`config.mk`:
```
export PLATFORM = sky130hd
export DESIGN_NAME = serial_arith_with_vld
export DESIGN_NICKNAME = d
export VERILOG_FILES = /design/src/rtl/serial_arith_pkg.sv /design/src/rtl/serial_fa_cell.sv /design/src/rtl/serial_arith_with_vld.sv
export SDC_FILE = /design/constraint.sdc
export NUM_CORES = 1
export LEC_CHECK = 0
export BUFFER_PORTS_ARGS = -buffer_cell sky130_fd_sc_hd__buf_2
export CAP_MARGIN = 40
export CORE_UTILIZATION = 30
export DETAILED_ROUTE_END_ITERATION = 10
export PLACE_DENSITY = 0.47
export SLEW_MARGIN = 25
export SYNTH_ARGS = -nofsm -noshare
export SYNTH_HDL_FRONTEND = slang
export SYNTH_SLANG_ARGS = --single-unit
```
`constraint.sdc`:
```
create_clock -name clk -period 4.5 [get_ports clk]
set_clock_uncertainty 0.2 [all_clocks]
set_input_delay 0.225 -clock clk [delete_from_list [all_inputs] [get_ports clk]]
set_output_delay 0.225 -clock clk [all_outputs]
set_load 0.02 [all_outputs]
```
`src/rtl/serial_arith_pkg.sv`:
```
// Shared types and constants for the bit-serial adder/subtractor.
// Saturation on signed overflow is enabled with SERIAL_ARITH_SAT_EN.
package serial_arith_pkg;

  typedef enum logic {
    IDLE = 1'b0,
    RUN  = 1'b1
  } state_t;

  // Flags captured alongside the parallel result.
  typedef struct packed {
    logic carry;
    logic ovf;
    logic len_err;
  } flags_t;

  // Counter must reach WIDTH itself, hence the +1.
  function automatic int cnt_w(input int width);
    return $clog2(width + 1);
  endfunction

  // MSB of the saturated result; the remaining bits are its complement.
  localparam logic SAT_POS_MSB = 1'b0;
  localparam logic SAT_NEG_MSB = 1'b1;

endpackage

```
`src/rtl/serial_fa_cell.sv`:
```
// One-bit full adder with registered carry, B inversion and carry preset.
// Exposes the carry-in and carry-out used by the current bit for overflow detection.
module serial_fa_cell (
  input  logic clk,
  input  logic rst,
  input  logic en,
  input  logic preset,
  input  logic preset_val,
  input  logic a,
  input  logic b,
  input  logic inv,
  output logic s,
  output logic cin,
  output logic cout
);

  logic c_q;
  logic bb;

  // On the first beat of a packet the stored carry is stale, so the preset wins.
  assign cin  = preset ? preset_val : c_q;
  assign bb   = b ^ inv;
  assign s    = a ^ bb ^ cin;
  assign cout = (a & bb) | (cin & (a ^ bb));

  always_ff @(posedge clk or negedge rst) begin
    if (!rst)    c_q <= 1'b0;
    else if (en) c_q <= cout;
  end

endmodule

```
`src/rtl/serial_arith_with_vld.sv`:
```
// Bit-serial add/sub, LSB first, with parallel result, carry, overflow and length-error flags.
// Define SERIAL_ARITH_SAT_EN to saturate full-width overflowing results.
module serial_arith_with_vld
  import serial_arith_pkg::*;
#(
  parameter int WIDTH = 8
) (
  input  logic             clk,
  input  logic             rst,
  input  logic             vld,
  input  logic             a,
  input  logic             b,
  input  logic             sub,
  input  logic             last,
  output logic [WIDTH-1:0] sum,
  output logic             sum_vld,
  output logic             carry_out,
  output logic             overflow,
  output logic             len_err
);

  localparam int              CNT_W   = cnt_w(WIDTH);
  localparam logic [CNT_W-1:0] CNT_MAX = CNT_W'(WIDTH);

  state_t           state;
  logic [CNT_W-1:0] cnt;
  logic             mode;
  logic [WIDTH-1:0] acc;
  logic             len_pend;
  logic             cin_q, cout_q;

  logic             first, take, over, done;
  logic             fa_s, fa_cin, fa_cout;
  logic [CNT_W-1:0] pos, cnt_nx;
  logic [WIDTH-1:0] acc_nx, res;
  logic             cin_nx, cout_nx, len_nx;
  flags_t           flg_nx;

  assign first = vld && (state == IDLE);
  assign take  = first || (vld && (state == RUN) && (cnt < CNT_MAX));
  assign over  = vld && (state == RUN) && (cnt >= CNT_MAX);
  assign done  = vld && last;

  serial_fa_cell u_fa (
    .clk        (clk),
    .rst        (rst),
    .en         (take),
    .preset     (first),
    .preset_val (sub),
    .a          (a),
    .b          (b),
    .inv        (first ? sub : mode),
    .s          (fa_s),
    .cin        (fa_cin),
    .cout       (fa_cout)
  );

`ifdef SERIAL_ARITH_SAT_EN
  logic a_q, a_nx;
`endif

  // Next-state view of the packet, so completion can register it in the same edge.
  always_comb begin
    pos     = first ? '0 : cnt;
    acc_nx  = first ? '0 : acc;
    for (int i = 0; i < WIDTH; i++)
      if (take && (CNT_W'(i) == pos)) acc_nx[i] = fa_s;
    cnt_nx  = take ? pos + CNT_W'(1) : cnt;
    cin_nx  = take ? fa_cin  : cin_q;
    cout_nx = take ? fa_cout : cout_q;
    len_nx  = first ? 1'b0 : (len_pend | over);
    flg_nx.carry   = cout_nx;
    flg_nx.ovf     = (first && last) ? 1'b0 : (cin_nx ^ cout_nx);
    flg_nx.len_err = len_nx;
    res = acc_nx;
`ifdef SERIAL_ARITH_SAT_EN
    a_nx = take ? a : a_q;
    if (flg_nx.ovf && (cnt_nx == CNT_MAX))
      res = a_nx ? {SAT_NEG_MSB, {(WIDTH-1){~SAT_NEG_MSB}}}
                 : {SAT_POS_MSB, {(WIDTH-1){~SAT_POS_MSB}}};
`endif
  end

  always_ff @(posedge clk or negedge rst) begin
    if (!rst) begin
      state     <= IDLE;
      cnt       <= '0;
      mode      <= 1'b0;
      acc       <= '0;
      len_pend  <= 1'b0;
      cin_q     <= 1'b0;
      cout_q    <= 1'b0;
`ifdef SERIAL_ARITH_SAT_EN
      a_q       <= 1'b0;
`endif
      sum       <= '0;
      sum_vld   <= 1'b0;
      carry_out <= 1'b0;
      overflow  <= 1'b0;
      len_err   <= 1'b0;
    end else begin
      sum_vld <= done;
      if (vld) begin
        cnt      <= cnt_nx;
        acc      <= acc_nx;
        len_pend <= len_nx;
        cin_q    <= cin_nx;
        cout_q   <= cout_nx;
`ifdef SERIAL_ARITH_SAT_EN
        a_q      <= a_nx;
`endif
        if (first) mode <= sub;
      end
      case (state)
        IDLE: if (vld && !last) state <= RUN;
        RUN:  if (vld && last)  state <= IDLE;
        default: state <= IDLE;
      endcase
      if (done) begin
        sum       <= res;
        carry_out <= flg_nx.carry;
        overflow  <= flg_nx.ovf;
        len_err   <= flg_nx.len_err;
      end
    end
  end

endmodule

```
==> results.toml <==
[run_status]
status = "completed"

[clocking]
cts.clk_slew.worst_paths_ps = 60
numCtsBuffers = 5
ctsHoldBuffers = 1
cts_max_level = 2
clk_path_buf_depth = 2
cts_root_buffer = "clkbuf_8"
cts_setup_buffers = 0
cts.sinks = 30
cts_tree = "yes"
clk_latency_ps = 270
cts_resized = 0

[logic_synthesis]
postSynthAreaPerCell_sq_um = 11.2
synth_nets = 137
postSynthCellCount = 125
netlist_area_sq_um = 1410
yosys.area.top_type = "dfrtp_1"
yosys-top-cells-area = "dfrtp_1, mux2_2, mux2i_1"
ys_seq_area_share_pct = 53.4
synth_top_area_share_pct = 53.4
ys_types = 29
ys_ff_latch = 30
synth_warnings = 0

[critical_path]
end_kind = "flop"
cp.arrival_ps = 2820
worstPathRequired_ps = 4460
cp-start-kind = "flop"
critPathMaxFanout = 14
path_class = "reg -> reg"

[timing]
drv_slew = 0
rsz0062_at_grt = "no"
maxSlewHeadroom_pct = 54.3
tns_ps = 0
finalHoldViolations = 0
period_needed_ps = 2850
setup_viol = 0
fin_crit_sh_pct = 63.4
fmax_mhz = 350
worst_slew_pin_slew_ps = 686
hold_ws_ps = 116

[layout]
final_common_cell = "dfrtp_1"
layout-drive-gt1-share_pct = 24.8
n_antenna_cell = 0
finalNetCount = 157
multi_input_area_sq_um = 584
final_cell_mix = "dfrtp_1, nand2_1, buf_2"
register_area_sq_um = 751
num-fill-cells = 455
syn_to_final_growth_pct = 14.1

[flow_run]
maxCapViolCount = 0

[floorplanning]
fp.dieArea_sq_um = 4960
ioPinCount = 19
rows = 24
die_h_microns = 70.4
start_util_pct = 31.8
fp.dieW_microns = 70.4
coreArea_sq_um = 4410

[grt]
antenna_found_initial = 0
track_usage_pct = 12.0
grt_pass1_wl_mm = 4.54
grt-ovfl-total = 0
grt_max_degree = 31
grt_pass1_vias = 941

[routing]
drtAntennaViolNets = 0
dr.first_iter.drc_count = 59
wl_per_cell_microns = 12.9
vias = 920
wl_mm = 2.54
via_per_inst = 4.67
route.detailed.drc = 0
first_pass_iters = 2

[placement]
gp_congestion = 0.796
port_buffers = 18
dp_hpwl_mm = 1.73

[pwr]
powerDensity_nw_per_um2 = 585
ir_drop_v = 0.000210
power.leakage_nw = 0.842

[min_path]
hp-class = "in -> reg"
## metrics by stage
stage,instances,cell area [sq um],util (%),total power (W),worst slack (ps)
after global routing,197,1600,36.3,0.00102,1410
after detailed placement,189,1520,34.4,0.000747,1650
after CTS,197,1600,36.3,0.000949,1620
after floorplan,125,1410,-,0.000666,1970
final,197,1600,36.3,0.000938,1650
after global placement,189,1520,34.4,0.000745,1730
## area by class of cell
cell class	count	share of cell area [%]
tap	52	4.06
timing repair buffer	19	6.25
clock buffer	7	4.76
multi-input combinational	82	36.5
sequential	30	46.8
inverter	7	1.64
## power breakdown
group	switching (W)	leakage (nW)	internal, W
logic	0.000182	0.415	0.000137
clock network	0.0000933	0.0383	0.000106
registers	0.0000578	0.389	0.000361
## registers in the layout (all words and copies together) (netlist names), named ones only
signal / count
cnt: 4
cout_q: 1
cin_q: 1
overflow: 1
sum_vld: 1
acc: 8
sum: 8
carry_out: 1
mode: 1
len_pend: 1
u_fa.c_q: 1
len_err: 1
## per-layer routing
metal / up-vias / wire length (microns) / GRT usage, %
met2: 21 / 1070 / 17.5
met5: - / 0 / 0
met1: 439 / 1290 / 16.5
met3: 7 / 138 / 3.90
li1: 453 / - / -
met4: 0 / 37 / 4.67
## cells by family after synthesis
group	share of synthesized area, %
AOI/OAI and AO/OA	7.57
xor gates and xnor gates	0.623
adders and majority gates	4.99
buffers and inverters	4.99
DFF	53.4
muxes	15.2
and+or+nand+nor	13.2
## synthesized netlist by cell type
library cell and n:
nand2_1 24, nor2_1 7, and2_1 1, a21o_1 1, o21ai_2 1, buf_4 1, and4b_1 1, a41oi_1 1
inv_1 7, mux2_2 9, o211ai_1 1, xnor2_1 1, ha_1 4, mux2i_4 1, dfrtp_1 30, buf_2 2
o21ai_0 4, mux2i_1 9, a21oi_1 5, fa_1 1, clkbuf_1 1, a21bo_4 1, nor3b_1 1, and3_1 1
nand2b_1 1, o31ai_2 1, nor2b_1 2, buf_6 2, nand3_1 4
## worst max-delay path, stage by stage, from the launching register on
cell      delay (ps)
dfrtp_1          520
nand2b_1         480
nor2_1           110
a21o_1           200
xnor2_1          140
fa_1             650
mux2i_1          150
mux2_2           280
## path summary, 6_finish.rpt
path | start | end | slack [ps] | depth (start not counted)
setup / recovery | flop | sum[6] | 1650 | 7
hold / removal | last | carry_out | 120 | 4
setup reg to reg | flop | sum[6] | 1650 | 7
hold reg to reg | carry_out | carry_out | 280 | 2
max in group asynchronous | rst | cnt[3] | 3330 | 2
min in group asynchronous | rst | cin_q | 330 | 2
Note: power is estimated with default switching activity, not from simulation.
